File: src/rtl/int_sched_if.sv
// Scheduler bus: peripheral request lines and CPU handshake in, registered
// interrupt request, vector and status out.
interface int_sched_if #(
   parameter int NSRC = 4
) ();
   logic [NSRC-1:0] done;
   logic            status_bit;
   logic            int_ack;
   logic            int_done;
   logic            interrupt;
   logic [31:0]     int_addr;
   logic [2:0]      src_id;
   logic [NSRC-1:0] pending;
   logic [NSRC-1:0] overrun;
   logic            busy;

   modport slave (
      input  done, status_bit, int_ack, int_done,
      output interrupt, int_addr, src_id, pending, overrun, busy
   );

   modport master (
      output done, status_bit, int_ack, int_done,
      input  interrupt, int_addr, src_id, pending, overrun, busy
   );
endinterface

File: src/rtl/int_sched.sv
// Interrupt scheduler: captures peripheral request edges, arbitrates fixed-priority
// or round-robin, and hands one vectored interrupt at a time to the core.
module int_sched #(
   parameter int          NSRC       = 4,
   parameter logic [31:0] VEC_BASE   = 32'h0000_0100,
   parameter logic [31:0] VEC_STRIDE = 32'h0000_0010,
   parameter bit          RR         = 1'b0
) (
   input  logic         clk,
   input  logic         reset,
   int_sched_if.slave   bus
);

   localparam int IDW = (NSRC > 1) ? $clog2(NSRC) : 1;

   typedef enum logic [1:0] {IDLE, REQ, SERVICE} state_t;

   state_t          state_q, state_d;
   logic [NSRC-1:0] done_q, done_d;
   logic [NSRC-1:0] pending_q, pending_d;
   logic [NSRC-1:0] overrun_q, overrun_d;
   logic [IDW-1:0]  ptr_q, ptr_d;
   logic [2:0]      src_id_q, src_id_d;
   logic [31:0]     int_addr_q, int_addr_d;
   logic            interrupt_q, interrupt_d;

   logic [NSRC-1:0] rise;
   logic [NSRC-1:0] clr;
   logic [NSRC-1:0] pending_kept;
   logic [3:0]      arb;

   // Returns {found, id}. Round-robin starts one past the last serviced source.
   function automatic logic [3:0] pick(input logic [NSRC-1:0] p,
                                       input logic [IDW-1:0]  ptr);
      logic       found;
      logic [2:0] id;
      int         idx;
      found = 1'b0;
      id    = 3'd0;
      for (int k = 1; k <= NSRC; k++) begin
         idx = RR ? (int'(ptr) + k) % NSRC : k - 1;
         if (!found && p[IDW'(idx)]) begin
            found = 1'b1;
            id    = 3'(idx);
         end
      end
      return {found, id};
   endfunction

   always_comb begin
      state_d     = state_q;
      interrupt_d = interrupt_q;
      src_id_d    = src_id_q;
      int_addr_d  = int_addr_q;
      ptr_d       = ptr_q;
      clr         = '0;
      done_d      = bus.done;
      rise        = bus.done & ~done_q;
      arb         = pick(pending_q, ptr_q);

      case (state_q)
         IDLE: begin
            if (arb[3] && !bus.status_bit) begin
               src_id_d    = arb[2:0];
               int_addr_d  = VEC_BASE + 32'(arb[2:0]) * VEC_STRIDE;
               interrupt_d = 1'b1;
               state_d     = REQ;
            end
         end
         REQ: begin
            // Ack beats a simultaneous mask: the CPU has already taken the vector.
            if (bus.int_ack) begin
               clr[src_id_q[IDW-1:0]] = 1'b1;
               interrupt_d = 1'b0;
               ptr_d       = src_id_q[IDW-1:0];
               state_d     = SERVICE;
            end else if (bus.status_bit) begin
               interrupt_d = 1'b0;
               state_d     = IDLE;
            end
         end
         SERVICE: begin
            if (bus.int_done) state_d = IDLE;
         end
         default: state_d = IDLE;
      endcase

      // A fresh edge in the ack cycle is a new event, so it re-sets pending
      // without counting as an overrun of the event just taken.
      pending_kept = pending_q & ~clr;
      pending_d    = pending_kept | rise;
      overrun_d    = (overrun_q & ~clr) | (rise & pending_kept);
   end

   always_ff @(posedge clk or posedge reset) begin
      if (reset) begin
         state_q     <= IDLE;
         done_q      <= '0;
         pending_q   <= '0;
         overrun_q   <= '0;
         ptr_q       <= IDW'(NSRC - 1);
         src_id_q    <= 3'd0;
         int_addr_q  <= 32'd0;
         interrupt_q <= 1'b0;
      end else begin
         state_q     <= state_d;
         done_q      <= done_d;
         pending_q   <= pending_d;
         overrun_q   <= overrun_d;
         ptr_q       <= ptr_d;
         src_id_q    <= src_id_d;
         int_addr_q  <= int_addr_d;
         interrupt_q <= interrupt_d;
      end
   end

   assign bus.interrupt = interrupt_q;
   assign bus.int_addr  = int_addr_q;
   assign bus.src_id    = src_id_q;
   assign bus.pending   = pending_q;
   assign bus.overrun   = overrun_q;
   assign bus.busy      = (state_q != IDLE);

endmodule

File: src/flat_wrapper.sv
// flat-port wrapper written by rule: the top's interface ports become plain ports
module int_sched_flat 
#(
   parameter int          NSRC       = 4,
   parameter logic [31:0] VEC_BASE   = 32'h0000_0100,
   parameter logic [31:0] VEC_STRIDE = 32'h0000_0010,
   parameter bit          RR         = 1'b0
)
  (clk, reset, bus_done, bus_status_bit, bus_int_ack, bus_int_done, bus_interrupt, bus_int_addr, bus_src_id, bus_pending, bus_overrun, bus_busy);
  int_sched_if #(.NSRC(NSRC)) bus_i ();
  input  logic clk;
  input  logic reset;
  input wire logic [$bits(bus_i.done)-1:0] bus_done;
  input wire logic [$bits(bus_i.status_bit)-1:0] bus_status_bit;
  input wire logic [$bits(bus_i.int_ack)-1:0] bus_int_ack;
  input wire logic [$bits(bus_i.int_done)-1:0] bus_int_done;
  output wire logic [$bits(bus_i.interrupt)-1:0] bus_interrupt;
  output wire logic [$bits(bus_i.int_addr)-1:0] bus_int_addr;
  output wire logic [$bits(bus_i.src_id)-1:0] bus_src_id;
  output wire logic [$bits(bus_i.pending)-1:0] bus_pending;
  output wire logic [$bits(bus_i.overrun)-1:0] bus_overrun;
  output wire logic [$bits(bus_i.busy)-1:0] bus_busy;
  assign bus_i.done = bus_done;
  assign bus_i.status_bit = bus_status_bit;
  assign bus_i.int_ack = bus_int_ack;
  assign bus_i.int_done = bus_int_done;
  assign bus_interrupt = bus_i.interrupt;
  assign bus_int_addr = bus_i.int_addr;
  assign bus_src_id = bus_i.src_id;
  assign bus_pending = bus_i.pending;
  assign bus_overrun = bus_i.overrun;
  assign bus_busy = bus_i.busy;
  int_sched #(.NSRC(NSRC), .VEC_BASE(VEC_BASE), .VEC_STRIDE(VEC_STRIDE), .RR(RR)) u_core (.clk(clk), .reset(reset), .bus(bus_i));
endmodule
File: config.mk
export PLATFORM = sky130hd
export DESIGN_NAME = int_sched_flat
export DESIGN_NICKNAME = d
export VERILOG_FILES = /design/src/rtl/int_sched_if.sv /design/src/rtl/int_sched.sv /design/src/flat_wrapper.sv
export SDC_FILE = /design/constraint.sdc
export NUM_CORES = 1
export LEC_CHECK = 0
export ABC_AREA = 1
export CAP_MARGIN = 20
export CORE_MARGIN = 2
export CORE_UTILIZATION = 30
export CTS_CLUSTER_SIZE = 12
export DETAILED_ROUTE_END_ITERATION = 16
export GPL_TIMING_DRIVEN = 0
export PLACE_DENSITY = 0.69
export SYNTH_ARGS = -nofsm -noshare
export SYNTH_HDL_FRONTEND = slang
export SYNTH_SLANG_ARGS = --single-unit
File: constraint.sdc
create_clock -name clk -period 1 [get_ports clk]
set_input_delay 0.25 -clock clk [delete_from_list [all_inputs] [get_ports clk]]
set_output_delay 0.25 -clock clk [all_outputs]
set_load 0.05 [all_outputs]
==> flow_summary.yaml <==
power_and_ir_drop:
  p_switching_mw: 1.70
  p_seq_share_pct: 27.3
  p_leak_nw: 0.835
  power.total_mw: 3.64
  pwr-share-clk_pct: 9.9
  switching_share_pct: 46.7
  vdd_ir_drop_max_uv: 1200
  p_int_mw: 1.94
  power.density_nw_per_um2: 2490
  p_comb_share_pct: 62.9
sta:
  final.setup.tns_ps: -2290
  hold_ws_ps: 334
  fmax_mhz: 773
  finalCriticalPeriod_ps: 1290
  slew_violations: 0
  skew_ps: 5.30
  setup-violations-final: 22
  rsz0062_at_grt: "yes"
  fin_ws_ps: -294
  slew-limit-headroom_pct: 57.4
  min_period_over_period_pct: 129
  hold_viol: 0
  worst-slew-pin-transition_ps: 638
synth:
  synth_area_sq_um: 918
  synthDistinctLibCells: 20
  synth.largest_area_cell: "dfrtp_1"
  synth.most_common_cell: "buf_4"
  ys_top_cells_by_area: "dfrtp_1 46%, buf_4 27%, inv_1 6.1%"
  yosysSeqAreaShare_pct: 46.3
  synth_enable_flop_cells: 0
  synth.avg_cell_area_sq_um: 9.00
  async_flop_share_pct: 100
  yosys-top-cells-count: "33 x buf_4, 17 x dfrtp_1, 15 x inv_1"
  synth_top_flop_cell: "dfrtp_1"
  yosys_warnings: 0
  yosysTopAreaCellShare_pct: 46.3
  synth_seq_cells: 17
  syn_inst: 102
cts:
  cts.path.max_buffers: 2
  htree_levels: 1
  hold_buffers: 0
  clock_sinks: 17
  clock_latency_ps: 290
  cts-root-buf: "clkbuf_4"
  cts_buffers: 3
  clkTransAtPathRegs_ps: 90
  cts_tree: "built"
outcome:
  status: "finished, violations left"
  violations: "setup timing"
global_routing:
  grt_max_degree: 18
  grt_usage_pct: 11.2
  overflow: 0
  grt_pass1_vias: 652
  antenna_found_initial: 0
  grt_pass1_wl_um: 2800
layout:
  synthToLayoutAreaGrowth_pct: 59.3
  drive_above_1_share_pct: 44.4
  insertedDiodeCount: 0
  final_nets: 179
drt:
  top_layer_used: "met4"
  wl_met2_um: 932
  drtIter0Drc: 8
  viasPerCell: 3.59
  wl_met3_um: 140
  drt.antenna.violating_nets: 0
  post-route-drc-count: 0
  num_vias: 726
  dr.pass1.iters: 4
  routedWlPerCell_um: 8.79
  totalWireLength_um: 1780
  drt-met1-wl_um: 683
floorplanning:
  die_y_um: 59.3
  start_util_pct: 30.8
  die_area_sq_um: 3520
  core_sq_um: 2980
  io_pins: 54
  die_w_um: 59.3
  rows: 20
place:
  gp_congestion: 0.795
  dpl.hpwl_um: 1310
  numPortBuffers: 21
critical_path:
  arrival_ps: 1040
  r2r_start: "u_core.state_q[1]$_DFFE_PP0P_"
  r2r_slack_ps: -100
  critical_path_class: "reg -> out"
  r2r_cells: 6
  worstSetupStartpointType: "register"
  path_max_fanout: 2
  cp_data_required_time_ps: 750
  setup.worst_path.start: "u_core.state_q[0]$_DFFE_PP0P_"
  end_kind: "output port"
  r2r_end: "u_core.bus.pending[1]$_DFF_PP0_"
run:
  timing.max_cap.violations: 0
worst_hold_path:
  min_path_type: "in -> async"
registers in the layout, summed over array words and instances, names as in the netlist:
register,cells
u_core.bus.int_addr,2
u_core.bus.overrun,4
u_core.bus.pending,4
u_core.state_q,2
u_core.done_q,4
u_core.bus.interrupt,1
logic make-up (layout without fill, tap and decap cells):
logic type	count (synthesis)	in the layout	share of synthesized area (%)
buffers and inverters	50	86	33.9
AO/OA/AOI/OAI	8	8	6.40
other	1	32	0.408
AND/OR/NAND/NOR	26	26	12.9
flip-flops	17	17	46.3
what timing repair did:
item / in CTS / in global routing
pin swaps: 3 / 4
buffers inserted: 9 / 2
endpoints found under the setup margin: 19 / 22
resized for setup: 98 / 4
gates cloned: 0 / 0
cell type report:
cell class	instances	area, sq um
Buffer	33	251
Clock buffer	4	26.3
Fill cell	294	1520
Inverter	17	68.8
Multi-Input combinational cell	66	324
Sequential cell	17	430
Tap cell	33	41.3
Timing Repair Buffer	32	320
cell usage in the layout (no fill, tap or decap), types with 2 or more instances in the layout:
master and instances:
clkbuf_4 3, buf_4 41, nor2_1 4, or2_1 2
inv_1 14, nor2_4 2, clkdlybuf4s50_1 8, dfrtp_1 13
buf_6 15, nand2_1 13, dfrtp_2 4, o21ai_1 2
inv_4 2, conb_1 32
power by group through the flow:
stage,combinational [mW],clock (mW),sequential (mW)
detailed placement,1.73,0,1.01
global route,2.42,0.432,1.01
CTS,2.18,0.393,0.985
finish,2.29,0.359,0.993
floorplan,0.908,0,1.39
global placement,1.71,0,1.01
per-layer routing:
layer  GRT usage, %  up-vias
li1               -      374
met1           11.0      319
met2           19.0       29
met3           5.24        4
met4           6.49        0
met5              0        -
stage by stage:
step           instances  cell area [sq um]  setup WS, ps  util, %
2_1_floorplan        133               1050         -82.3        -
3_3_place_gp         187               1300          -560     43.6
3_5_place_dp         187               1300          -574     43.6
4_1_cts              200               1430          -308     48.2
5_1_grt              202               1460          -356     49.1
6_report             202               1460          -294     49.1
critical path, stage by stage (launching register included):
cell,delay (ps)
dfrtp_1,420
nor2_4,150
inv_4,50
buf_8,140
worst max-delay path by stage:
| stage | to | cells past startpoint |
|---|---|---|
| after floorplan | u_core.bus.int_addr[8]$_DFFE_PP0P_ | 3 |
| after global placement | bus_busy | 3 |
| after detailed placement | bus_busy | 3 |
| after CTS | bus_busy | 3 |
| after global routing | bus_busy | 3 |
| final | bus_busy | 3 |
Note: power is estimated with default switching activity, not from simulation.
